[config.mk]
export PLATFORM = sky130hd
export DESIGN_NAME = custom_mem_port_arbiter
export DESIGN_NICKNAME = d
export VERILOG_FILES = /design/src/rtl/custom_mem_arb_pkg.sv /design/src/rtl/custom_mem_arb_id_fifo.sv /design/src/rtl/custom_mem_port_arbiter.sv
export SDC_FILE = /design/constraint.sdc
export NUM_CORES = 1
export LEC_CHECK = 0
export BUFFER_PORTS_ARGS = -buffer_cell sky130_fd_sc_hd__buf_4
export CORE_AREA = 2 2 122 124
export DETAILED_ROUTE_END_ITERATION = 6
export DIE_AREA = 0 0 124 126
export GPL_ROUTABILITY_DRIVEN = 0
export HOLD_SLACK_MARGIN = 0.1
export PLACE_DENSITY = 0.53
export SKIP_LAST_GASP = 1
export SLEW_MARGIN = 20
export SYNTH_ARGS = -nofsm -noshare
export SYNTH_HDL_FRONTEND = slang
export SYNTH_SLANG_ARGS = --single-unit
[constraint.sdc]
create_clock -name clk_i -period 3.5 [get_ports clk_i]
set_input_delay 0.525 -clock clk_i [delete_from_list [all_inputs] [get_ports clk_i]]
set_output_delay 0.525 -clock clk_i [all_outputs]
set_load 0.05 [all_outputs]
[src/rtl/custom_mem_arb_pkg.sv]
// Shared types and sizing helpers for the MEM port arbiter.
package custom_mem_arb_pkg;

    typedef enum logic {
        IDLE   = 1'b0,
        LOCKED = 1'b1
    } arb_state_t;

    // Width of a port index; never narrower than one bit.
    function automatic int idx_width(input int num_ports);
        return (num_ports > 1) ? $clog2(num_ports) : 1;
    endfunction

    // Width of a counter that must hold 0..max_outstanding inclusive.
    function automatic int cnt_width(input int max_outstanding);
        return $clog2(max_outstanding + 1);
    endfunction

endpackage

[src/rtl/custom_mem_arb_id_fifo.sv]
// In-order FIFO of issuing-port indices for transactions awaiting a response.
module custom_mem_arb_id_fifo
    import custom_mem_arb_pkg::*;
#(
    parameter int DEPTH = 2,
    parameter int WIDTH = 1,
    localparam int CNT_W = cnt_width(DEPTH)
) (
    input  logic             clk_i,
    input  logic             rst_ni,
    input  logic             push,
    input  logic [WIDTH-1:0] push_data,
    input  logic             pop,
    output logic [WIDTH-1:0] head,
    output logic [CNT_W-1:0] count,
    output logic             full,
    output logic             empty
);

    localparam int PTR_W = idx_width(DEPTH);

    logic [WIDTH-1:0] mem [DEPTH];
    logic [PTR_W-1:0] wr_ptr;
    logic [PTR_W-1:0] rd_ptr;
    logic             do_push;
    logic             do_pop;

    // Pointers wrap explicitly so DEPTH need not be a power of two.
    function automatic logic [PTR_W-1:0] ptr_inc(input logic [PTR_W-1:0] p);
        return (p == PTR_W'(DEPTH - 1)) ? '0 : p + 1'b1;
    endfunction

    assign full    = (count == CNT_W'(DEPTH));
    assign empty   = (count == '0);
    assign do_push = push && !full;
    assign do_pop  = pop && !empty;
    assign head    = mem[rd_ptr];

    // Storage write on push.
    // NOTE: the storage array has no reset; entries are only read once count says they are valid.
    always_ff @(posedge clk_i) begin
        if (do_push) begin
            mem[wr_ptr] <= push_data;
        end
    end

    // Pointer and occupancy bookkeeping; push and pop in one cycle leave count unchanged.
    // NOTE: sequential state uses non-blocking assignments so every flop samples pre-edge values.
    always_ff @(posedge clk_i or negedge rst_ni) begin
        if (!rst_ni) begin
            wr_ptr <= '0;
            rd_ptr <= '0;
            count  <= '0;
        end else begin
            if (do_push) wr_ptr <= ptr_inc(wr_ptr);
            if (do_pop)  rd_ptr <= ptr_inc(rd_ptr);
            case ({do_push, do_pop})
                2'b10:   count <= count + 1'b1;
                2'b01:   count <= count - 1'b1;
                default: count <= count;
            endcase
        end
    end

endmodule

[src/rtl/custom_mem_port_arbiter.sv]
// N:1 round-robin arbiter for the MEM req/gnt/valid protocol with request lock
// and in-order response routing back to the issuing port.
module custom_mem_port_arbiter
    import custom_mem_arb_pkg::*;
#(
    parameter int NUM_PORTS        = 2,
    parameter int LOCAL_DATA_WIDTH = 32,
    parameter int LOCAL_ADDR_WIDTH = 32,
    parameter int MAX_OUTSTANDING  = 2,
    localparam int BE_W = LOCAL_DATA_WIDTH / 8
) (
    input  logic                                        clk_i,
    input  logic                                        rst_ni,
    input  logic [NUM_PORTS-1:0]                        s_mem_req,
    output logic [NUM_PORTS-1:0]                        s_mem_gnt,
    output logic [NUM_PORTS-1:0]                        s_mem_valid,
    input  logic [NUM_PORTS-1:0][LOCAL_ADDR_WIDTH-1:0]  s_mem_addr,
    input  logic [NUM_PORTS-1:0][LOCAL_DATA_WIDTH-1:0]  s_mem_wdata,
    input  logic [NUM_PORTS-1:0]                        s_mem_we,
    input  logic [NUM_PORTS-1:0][BE_W-1:0]              s_mem_be,
    output logic [NUM_PORTS-1:0][LOCAL_DATA_WIDTH-1:0]  s_mem_rdata,
    output logic                                        m_mem_req,
    input  logic                                        m_mem_gnt,
    input  logic                                        m_mem_valid,
    output logic [LOCAL_ADDR_WIDTH-1:0]                 m_mem_addr,
    output logic [LOCAL_DATA_WIDTH-1:0]                 m_mem_wdata,
    output logic                                        m_mem_we,
    output logic [BE_W-1:0]                             m_mem_be,
    input  logic [LOCAL_DATA_WIDTH-1:0]                 m_mem_rdata,
    output logic                                        err_o
);

    localparam int IDX_W = idx_width(NUM_PORTS);
    localparam int CNT_W = cnt_width(MAX_OUTSTANDING);

    arb_state_t       state;
    logic [IDX_W-1:0] rr_ptr;
    logic [IDX_W-1:0] lock_idx;
    logic [IDX_W-1:0] rr_idx;
    logic             rr_found;
    logic [IDX_W-1:0] winner;
    logic             winner_valid;
    logic             handshake;
    logic             pop;
    logic [IDX_W-1:0] head;
    logic [CNT_W-1:0] fifo_count;
    logic             fifo_full;
    logic             fifo_empty;

    function automatic logic [IDX_W-1:0] idx_inc(input logic [IDX_W-1:0] i);
        return (i == IDX_W'(NUM_PORTS - 1)) ? '0 : i + 1'b1;
    endfunction

    // Round-robin search: first requesting port at or after rr_ptr, wrapping.
    // NOTE: every signal written in always_comb gets a default first so no latch is inferred.
    always_comb begin : rr_pick
        int unsigned cand;
        cand     = 0;
        rr_found = 1'b0;
        rr_idx   = '0;
        for (int i = 0; i < NUM_PORTS; i++) begin
            cand = (int'(rr_ptr) + i) % NUM_PORTS;
            if (!rr_found && s_mem_req[IDX_W'(cand)]) begin
                rr_found = 1'b1;
                rr_idx   = IDX_W'(cand);
            end
        end
    end

    // A locked port keeps the downstream slot until it is granted or withdraws.
    always_comb begin
        winner       = rr_idx;
        winner_valid = rr_found;
        if (state == LOCKED) begin
            winner       = lock_idx;
            winner_valid = s_mem_req[lock_idx];
        end
    end

    assign m_mem_req = winner_valid && !fifo_full;
    assign handshake = m_mem_req && m_mem_gnt;
    assign pop       = m_mem_valid && !fifo_empty;

    // Downstream payload from the selected port, zero when nobody is selected; grant back to it.
    always_comb begin
        m_mem_addr  = '0;
        m_mem_wdata = '0;
        m_mem_we    = 1'b0;
        m_mem_be    = '0;
        s_mem_gnt   = '0;
        if (winner_valid) begin
            m_mem_addr  = s_mem_addr[winner];
            m_mem_wdata = s_mem_wdata[winner];
            m_mem_we    = s_mem_we[winner];
            m_mem_be    = s_mem_be[winner];
        end
        if (handshake) begin
            s_mem_gnt[winner] = 1'b1;
        end
    end

    // Route a downstream response to the port at the head of the ID FIFO.
    always_comb begin
        s_mem_valid = '0;
        s_mem_rdata = '0;
        if (pop) begin
            s_mem_valid[head] = 1'b1;
            s_mem_rdata[head] = m_mem_rdata;
        end
    end

    // Lock FSM and round-robin pointer.
    always_ff @(posedge clk_i or negedge rst_ni) begin
        if (!rst_ni) begin
            state    <= IDLE;
            rr_ptr   <= '0;
            lock_idx <= '0;
        end else begin
            case (state)
                IDLE: begin
                    if (handshake) begin
                        rr_ptr <= idx_inc(winner);
                    end else if (m_mem_req) begin
                        state    <= LOCKED;
                        lock_idx <= winner;
                    end
                end
                LOCKED: begin
                    if (handshake) begin
                        state  <= IDLE;
                        rr_ptr <= idx_inc(winner);
                    end else if (!winner_valid) begin
                        state <= IDLE;
                    end
                end
                default: state <= IDLE;
            endcase
        end
    end

    // Sticky error: a response arrived with nothing outstanding.
    always_ff @(posedge clk_i or negedge rst_ni) begin
        if (!rst_ni) begin
            err_o <= 1'b0;
        end else if (m_mem_valid && (fifo_count == '0)) begin
            err_o <= 1'b1;
        end
    end

    custom_mem_arb_id_fifo #(
        .DEPTH (MAX_OUTSTANDING),
        .WIDTH (IDX_W)
    ) u_id_fifo (
        .clk_i     (clk_i),
        .rst_ni    (rst_ni),
        .push      (handshake),
        .push_data (winner),
        .pop       (pop),
        .head      (head),
        .count     (fifo_count),
        .full      (fifo_full),
        .empty     (fifo_empty)
    );

endmodule
==> results of run 1 <==
-- power groups by stage --
stage / clock network, mW / logic [mW] / registers, mW
finish: 0.206 / 3.84 / 0.221
global route: 0.214 / 4.08 / 0.229
CTS: 0.208 / 3.87 / 0.221
detailed placement: 0 / 3.86 / 0.221
global placement: 0 / 3.87 / 0.221
floorplan: 0 / 2.70 / 0.210
-- sequential cells by signal, summed over array words and instances (netlist names) --
register / flops
lock_idx: 1
u_id_fifo.mem: 2
state: 1
err_o: 1
rr_ptr: 1
u_id_fifo.wr_ptr: 1
u_id_fifo.count: 2
u_id_fifo.rd_ptr: 1
-- through the flow --
step / total power, mW / utilization / hold WS (ns)
after CTS: 4.30 / 0.315 / 0.102
after global routing: 4.52 / 0.315 / 0.101
after detailed placement: 4.08 / 0.310 / 0.355
after floorplan: 2.91 / - / 0.229
after global placement: 4.09 / 0.310 / 0.352
final: 4.26 / 0.315 / 0.0947
-- cells by family (layout without fill, tap and decap cells) --
| group | Yosys count | count (layout) |
|---|---|---|
| compound gates | 73 | 73 |
| flops | 10 | 10 |
| simple gates | 225 | 225 |
| buf+inv | 34 | 328 |
| xor+xnor | 5 | 5 |
| fa+ha+maj | 1 | 1 |
| mux | 3 | 3 |
-- metal layers --
metal / global-route usage / wire length [um]
met5: 0 / 0
met4: 0.0192 / 97
met3: 0.0204 / 1020
met2: 0.232 / 5380
met1: 0.134 / 3830
-- final timing paths --
| kind | from | to | slack [ns] | cells after the start |
|---|---|---|---|---|
| min in group clk_i | err_o | err_o | 0.46 | 1 |
| worst min register to register | err_o | err_o | 0.46 | 1 |
| worst max-delay path | lock_idx | m_mem_wdata[2] | 0.95 | 6 |
| worst min-delay path | rst_ni | state | 0.09 | 1 |
| worst max register to register | u_id_fifo.count[0] | u_id_fifo.count[1] | 1.63 | 6 |
| max in group asynchronous | rst_ni | u_id_fifo.count[0] | 3.27 | 1 |
-- cells in the mapped netlist, drive strengths merged --
| cell | n |
|---|---|
| nand2 | 141 |
| a21oi | 70 |
| and2 | 64 |
| buf | 15 |
| clkbuf | 15 |
| nor2 | 10 |
| dfrtp | 8 |
| inv | 4 |
| xnor2 | 4 |
| nand2b | 3 |
| nor2b | 3 |
| edfxtp | 2 |
| mux2i | 2 |
| a21boi | 1 |
| a21o | 1 |
| ha | 1 |
| mux2 | 1 |
| nor3b | 1 |
| nor4 | 1 |
| o21ai | 1 |
| or2 | 1 |
| or3 | 1 |
| xor2 | 1 |
-- area by class of cell --
cell class                      count  area share
Clock buffer                        3      0.0166
Clock inverter                      1    0.000831
Inverter                            4     0.00333
Multi-Input combinational cell    307       0.333
Sequential cell                    10      0.0576
Tap cell                          184      0.0510
Timing Repair Buffer              320       0.538
==> flow_summary.json, run 1 <==
{
  "clock_latency_ns": 0.24,
  "postCtsSetupRepairBufs": 0,
  "syn_to_final_growth_pct": 138,
  "dpl-instance-area_um2": 4440,
  "syn_inst": 351,
  "synth_top_family_by_area": "simple AND/OR/NAND/NOR gates",
  "grt_overflow": 0,
  "ios": 315,
  "syn_avg_cell_area_um2": 5.40,
  "seqCellArea_um2": 260,
  "htreeDepth": 1,
  "cts_tree": "built",
  "yosysSeqAreaShare": 0.137,
  "worst_slack_ns": 0.953,
  "finalSetupViolations": 0,
  "synth-xor-area-share": 0.0231,
  "grt_pass1_vias": 3162,
  "nFillCells": 1619,
  "core_um2": 14300,
  "synthAdderAreaFrac": 0.00660,
  "clockRootBuffer": "clkbuf_16",
  "arrival_ns": 2.02,
  "stdcell_count": 829,
  "p_switching_mw": 2.79,
  "clock_skew_ns": 0.00466,
  "antenna_cells": 0,
  "synthSimpleGateAreaFrac": 0.544,
  "fin_tns_setup_ns": 0,
  "final_area_um2": 4520,
  "power_density_nw_per_um2": 944,
  "relSlewSlack": 0.702,
  "drc_errors": 0,
  "critical_path_buf_inv_count": 2,
  "critPathKind": "flop to primary output",
  "cts_buffers": 3,
  "min_path_type": "input port to async pin",
  "placement_rows": 44,
  "yosys_warnings": 0,
  "syn_nets": 528,
  "final_cell_mix": "318 x buf_4, 141 x nand2_1, 70 x a21oi_1",
  "final_layout_size_suffix_gt1_frac": 0.507,
  "synth_area_um2": 1900,
  "synth_seq_cells": 10,
  "yosys.area.top_type_share": 0.279,
  "finalNetCount": 823,
  "place_hpwl_mm": 8.21,
  "cp-start-kind": "flop",
  "grt_usage": 0.119,
  "drtIter0Drc": 172,
  "grt_max_degree": 72,
  "timing.final.crit_period_ns": 2.55,
  "cp_cell_sequence": "nand2b_1 -> a21oi_1 -> or2_2 -> buf_12 -> a21oi_1 -> buf_4",
  "drt-pass1-iter-count": 6,
  "antenna_found_initial": 0,
  "path_max_fanout": 53,
  "wl_mm": 10.3,
  "switching_share": 0.655,
  "critPathTopFamily": "simple AND/OR/NAND/NOR gates",
  "start_util": 0.133,
  "cts.path.max_buffers": 2,
  "cts_resized": 0,
  "grt_first_pass_wirelength_mm": 15.2,
  "final-max-slew-violation-count": 0,
  "fin_crit_sh": 0.728,
  "synth_area_leaders": "nand2_1 28%, and2_1 21%, a21oi_1 18%",
  "port_buffers": 314,
  "ir_worst_vdd_uv": 445,
  "synth_top_area_cell": "nand2_1",
  "detail-route-antenna-nets": 0,
  "max_freq_ghz": 0.393,
  "grt_setup_unrepaired": "no",
  "p_int_mw": 1.47,
  "die_w_um": 124,
  "fp.dieArea_um2": 15600,
  "slowest_stage": "or2_2",
  "worst_setup_path_end_kind": "primary output",
  "comb_power_share": 0.900,
  "die_h_um": 126,
  "path_common_cell": "a21oi_1",
  "synth_mux_area_frac": 0.0185,
  "crit_required_ns": 2.97,
  "dp_slack_ns": 1.07,
  "synth.distinct_cells": 26,
  "clockPowerShare": 0.048,
  "slowest_delay_ns": 0.42,
  "viasPerCell": 3.98,
  "multi_input_area_um2": 1500,
  "final_common_cell": "buf_4",
  "vias": 3296,
  "cellLeakagePower_nw": 2.47,
  "dp.cells": 825,
  "hold_violations": 0,
  "tightestPinTransition_ns": 0.446,
  "status": "complete, no violations",
  "share_seq_of_total_power": 0.052,
  "synth_compound_area_frac": 0.195,
  "hold_buffers": 0,
  "path_clk_slew_ns": 0.04,
  "cap_violations": 0,
  "cts_sinks": 10,
  "wl_per_cell_um": 12.5
}
(Power assumes the default switching activity.)
==> run 2: changes to the inputs <==
clock period = 2.41 ns   (was 3.5 ns; I/O delays follow)
==> run 2 against run 1 <==
Against the previous run:
- sequential cell count unchanged
- core utilization increased by 0.45 points
- final area increased by 1.4%
- largest cell class unchanged
- critical endpoint is now m_mem_addr[0]
- total power increased by 47%
- clock skew decreased by 0.0024 ns
- sequential share of layout area decreased by 0.082 points
- count of clock-buffer cells in the layout increased by 1
- combinational power increased by 47%
- non-clock buffer count increased by 5
==> flow_summary.json, run 2 (same netlist as run 1, synthesis figures left out) <==
{
  "port_buffers": 314,
  "antenna_found_initial": 0,
  "viasPerCell": 3.96,
  "clockRootBuffer": "clkbuf_16",
  "dp.cells": 829,
  "detail-route-antenna-nets": 0,
  "start_util": 0.133,
  "grt_pass1_vias": 3004,
  "crit_required_ns": 2.05,
  "min_path_type": "input port to flop",
  "worst_setup_path_end_kind": "primary output",
  "stdcell_count": 834,
  "postCtsSetupRepairBufs": 0,
  "cp-start-kind": "flop",
  "grt_setup_unrepaired": "no",
  "wl_mm": 10.3,
  "clock_latency_ns": 0.23,
  "grt_first_pass_wirelength_mm": 14.6,
  "grt_usage": 0.116,
  "relSlewSlack": 0.744,
  "status": "complete, no violations",
  "drc_errors": 0,
  "path_clk_slew_ns": 0.04,
  "final_common_cell": "buf_4",
  "path_max_fanout": 18,
  "finalSetupViolations": 0,
  "final_layout_size_suffix_gt1_frac": 0.509,
  "grt_overflow": 0,
  "power_density_nw_per_um2": 1370,
  "fp.dieArea_um2": 15600,
  "largestRegisters": "u_id_fifo.count: 2 flops, u_id_fifo.mem: 2 flops",
  "die_h_um": 126,
  "cts_buffers": 3,
  "final_cell_mix": "320 x buf_4, 141 x nand2_1, 70 x a21oi_1",
  "clock_skew_ns": 0.00228,
  "ios": 315,
  "antenna_cells": 0,
  "fin_tns_setup_ns": 0,
  "timing.final.crit_period_ns": 2.25,
  "drtIter0Drc": 80,
  "cellLeakagePower_nw": 2.50,
  "placement_rows": 44,
  "cap_violations": 0,
  "critPathKind": "flop to primary output",
  "cts.path.max_buffers": 2,
  "max_freq_ghz": 0.443,
  "hold_violations": 0,
  "finalNetCount": 828,
  "wl_per_cell_um": 12.3,
  "hold_buffers": 1,
  "place_hpwl_mm": 8.46,
  "cts_tree": "built",
  "fin_crit_sh": 0.936,
  "cts_resized": 0,
  "die_w_um": 124,
  "arrival_ns": 1.89,
  "tightestPinTransition_ns": 0.383,
  "whs_ns": 0.336,
  "htreeDepth": 1,
  "syn_to_final_growth_pct": 141,
  "cts_sinks": 10,
  "drt-pass1-iter-count": 4,
  "grt_max_degree": 72,
  "final-max-slew-violation-count": 0,
  "core_um2": 14300,
  "vias": 3299,
  "ir_worst_vdd_uv": 700
}
-- run 2: changes by cell type in the layout (fill, tap and decap cells not counted) --
cell | previous run | this run
dlygate4sd3_1 | 0 | 1
clkbuf_1 | 0 | 1
buf_4 | 318 | 320
clkinv_1 | 1 | 0
buf_12 | 2 | 4
-- run 2: final timing paths --
path,from,endpoint,slack (ns),depth (start not counted)
setup / recovery,state,m_mem_addr[0],0.16,6
hold / removal,m_mem_valid,err_o,0.34,2
setup reg to reg,u_id_fifo.count[0],u_id_fifo.count[1],0.51,6
hold reg to reg,err_o,err_o,0.46,1
max in group asynchronous,rst_ni,rr_ptr,1.79,2
min in group asynchronous,rst_ni,u_id_fifo.rd_ptr,0.49,2
-- run 2: worst max-delay path, cell delays in order, from the launching register on --
cell,delay [ns]
dfrtp_1,0.41
nand2b_1,0.09
a21oi_1,0.08
or2_2,0.45
buf_4,0.26
a21oi_1,0.15
buf_4,0.22
-- run 2: layout make-up --
type | instances | area [um^2]
multi-input combinational | 307 | 1500
timing repair buffer | 325 | 2490
sequential | 10 | 260
tap | 184 | 230
clock buffer | 4 | 78.8
inverter | 4 | 15.0
fill | 1614 | 9730
-- run 2: layer usage --
layer | routed length, um | part of all wire | global-route usage | vias up
met1 | 3590 | 0.35 | 0.122 | 1411
met3 | 1040 | 0.10 | 0.0208 | 9
met5 | 0 | 0 | 0 | -
met4 | 77 | 0.0075 | 0.0152 | 0
met2 | 5560 | 0.54 | 0.237 | 174
li1 | - | - | - | 1705
-- run 2: per-stage QoR --
stage / util / worst slack, ns / instance area [um^2] / power (mW)
3_3_place_gp: 0.314 / 0.344 / 4490 / 6.05
5_1_grt: 0.320 / 0.0154 / 4580 / 6.65
3_5_place_dp: 0.314 / 0.359 / 4490 / 6.03
4_1_cts: 0.320 / 0.124 / 4580 / 6.35
6_report: 0.320 / 0.155 / 4580 / 6.28
2_1_floorplan: - / 0.107 / 1900 / 4.23
-- run 2: power breakdown --
group / switching [mW] / leakage, nW / internal [mW]
clock: 0.0730 / 0.0382 / 0.221
combinational: 3.92 / 2.35 / 1.74
sequential: 0.0672 / 0.110 / 0.252
total: 4.06 / 2.50 / 2.22
==> run 3: changes to the inputs <==
CORE_AREA = 2 2 123 125   (was 2 2 122 124)
DIE_AREA = 0 0 125 127   (was 0 0 124 126)
PLACE_DENSITY = 0.56   (was 0.53)
SYNTH_HIERARCHICAL = 1   (was unset)
==> run 3 against run 2 <==
Against the previous run:
- clock power barely moved
- synthesized cell count increased by 0.57%
- hold slack gained 0.0023 ns
- global-route usage grew 1.6 points
- cell count shrank 0.36%
- non-clock buffer count down 3
- sequential power hardly changed
- setup slack got worse by 0.072 ns
- core utilization rose by 2.7 points
- critical path depth stayed put
- via count increased by 5.8%
==> flow_summary.json, run 3 <==
{
  "status": "complete, no violations",
  "antenna_cells": 0,
  "rrSetupSlack_ns": 0.46,
  "p_int_mw": 2.28,
  "clock_skew_ns": 0.00155,
  "grt_overflow": 0,
  "vias": 3491,
  "htreeDepth": 1,
  "final-max-slew-violation-count": 0,
  "syn_to_final_growth_pct": 104,
  "clockPowerShare": 0.045,
  "ys.flop_type": "dfrtp_1",
  "detail-route-antenna-nets": 0,
  "cts.path.max_buffers": 2,
  "whs_ns": 0.338,
  "cts_sinks": 10,
  "arrival_ns": 1.97,
  "placement_rows": 44,
  "timing.final.crit_period_ns": 2.33,
  "critPathKind": "flop to primary output",
  "crit_required_ns": 2.05,
  "syn_nets": 530,
  "path_clk_slew_ns": 0.04,
  "switching_share": 0.650,
  "finalSetupViolations": 0,
  "fp.dieArea_um2": 15900,
  "synth-edff-count": 2,
  "finalNetCount": 825,
  "cts_tree": "built",
  "ys_top_cells_by_count": "83 x nand2_1, 68 x a21oi_2, 58 x nand2_2, 33 x and2_1, 33 x and3_1",
  "stdcell_count": 831,
  "grt_first_pass_wirelength_mm": 17.5,
  "crit_start": "state",
  "tightestPinTransition_ns": 0.430,
  "async_flop_share": 0.800,
  "cp-endpoint": "m_mem_wdata[13]",
  "drt-pass1-iter-count": 4,
  "largestRegisters": "u_id_fifo/count: 2 flops, u_id_fifo/mem: 2 flops",
  "postCtsSetupRepairBufs": 0,
  "clock_latency_ns": 0.24,
  "synth_area_um2": 2450,
  "finalPower_mw": 6.52,
  "p_switching_mw": 4.24,
  "fin_crit_sh": 0.966,
  "grt_max_degree": 73,
  "yosys_warnings": 6,
  "max_freq_ghz": 0.430,
  "drtIter0Drc": 55,
  "yosysSeqAreaShare": 0.106,
  "r2r_end": "u_id_fifo/count[1]",
  "worst_setup_path_end_kind": "primary output",
  "syn_avg_cell_area_um2": 6.95,
  "wl_per_cell_um": 13.9,
  "synth.distinct_cells": 31,
  "drc_errors": 0,
  "comb_power_share": 0.906,
  "final_util": 0.347,
  "grt_setup_unrepaired": "yes",
  "syn_inst": 353,
  "die_h_um": 127,
  "rr_worst_depth": 9,
  "port_buffers": 314,
  "grt_usage": 0.131,
  "final_cell_mix": "318 x buf_4, 83 x nand2_1, 68 x a21oi_2",
  "share_seq_of_total_power": 0.049,
  "cts_buffers": 3,
  "power_density_nw_per_um2": 1300,
  "r2r_start": "u_id_fifo/count[0]",
  "ios": 315,
  "antenna_found_initial": 0,
  "final_common_cell": "buf_4",
  "cellLeakagePower_nw": 2.63,
  "multi_input_area_um2": 1930,
  "dp.cells": 825,
  "viasPerCell": 4.20,
  "start_util": 0.170,
  "cap_violations": 0,
  "hold_violations": 0,
  "ir_worst_vdd_uv": 748,
  "synth_top_area_cell": "a21oi_2",
  "nFillCells": 1530,
  "final_layout_size_suffix_gt1_frac": 0.711,
  "seqCellArea_um2": 260,
  "place_hpwl_mm": 9.37,
  "synth_seq_cells": 10,
  "min_path_type": "input port to flop",
  "die_w_um": 125,
  "cp-start-kind": "flop",
  "clockRootBuffer": "clkbuf_16",
  "relSlewSlack": 0.713,
  "yosys.area.top_type_share": 0.243,
  "wl_mm": 11.6,
  "yosys.cell_count.top_type": "nand2_1",
  "synth_area_leaders": "a21oi_2 24%, nand2_2 15%, nand2_1 13%",
  "path_max_fanout": 72,
  "core_um2": 14400,
  "grt_pass1_vias": 3583
}
[run 3: worst max-delay path, cell delays in order (launching register included)]
cell and delay, ns:
dfrtp_1 0.42, nand2b_4 0.16, o21a_2 0.32, clkinv_16 0.25, nand2_1 0.22, a21oi_2 0.07, buf_4 0.20
[run 3: what timing repair did]
action	4_1_cts	5_1_grt
hold endpoints to repair	8	0
resized for setup	1	2
hold buffers	1	0
gates cloned	0	1
endpoints found under the setup margin	32	11
[run 3: stage by stage]
step / instance area (um^2) / setup TNS, ns / setup slack [ns]
final: 5000 / 0 / 0.0826
after floorplan: 2460 / 0 / 0.0165
after CTS: 4960 / 0 / 0.0200
after global placement: 4870 / 0 / 0.226
after detailed placement: 4870 / 0 / 0.209
after global routing: 5000 / -0.0108 / -0.0108
[run 3: cell type report]
cell class / count / area share
repair buffers: 322 / 0.492
multi-input cells: 308 / 0.386
flip-flops and latches: 10 / 0.0521
well taps: 184 / 0.0460
clock buffers: 4 / 0.0158
inverters: 3 / 0.00751
[run 3: worst min path at each step]
stage                 from     to  cells after the start
2_1_floorplan       rst_ni  err_o                      0
3_3_place_gp        rst_ni  state                      1
3_5_place_dp        rst_ni  err_o                      1
4_1_cts        m_mem_valid  err_o                      2
5_1_grt        m_mem_valid  err_o                      2
6_report       m_mem_valid  err_o                      2
[run 3: kinds of logic after synthesis]
group | count (synthesis) | synth area share
AND/OR/NAND/NOR | 225 | 0.484
AO/OA/AOI/OAI | 73 | 0.256
buffers and inverters | 35 | 0.114
flip-flops | 10 | 0.106
XOR/XNOR | 5 | 0.0178
multiplexers | 4 | 0.0178
adder cells (fa/ha/maj) | 1 | 0.00510
[run 3: power groups by stage]
stage | Clock (mW) | Sequential, mW | Combinational [mW]
floorplan | 0 | 0.301 | 4.47
global placement | 0 | 0.312 | 5.83
detailed placement | 0 | 0.316 | 5.87
CTS | 0.301 | 0.316 | 5.88
global route | 0.306 | 0.329 | 6.23
finish | 0.296 | 0.316 | 5.91
[run 3: layer usage]
layer | vias up | GRT usage | routed length, um
met5 | - | 0 | 0
met4 | 0 | 0.0320 | 189
met3 | 12 | 0.0356 | 1090
met2 | 202 | 0.262 | 6240
met1 | 1546 | 0.136 | 4050
li1 | 1731 | - | -
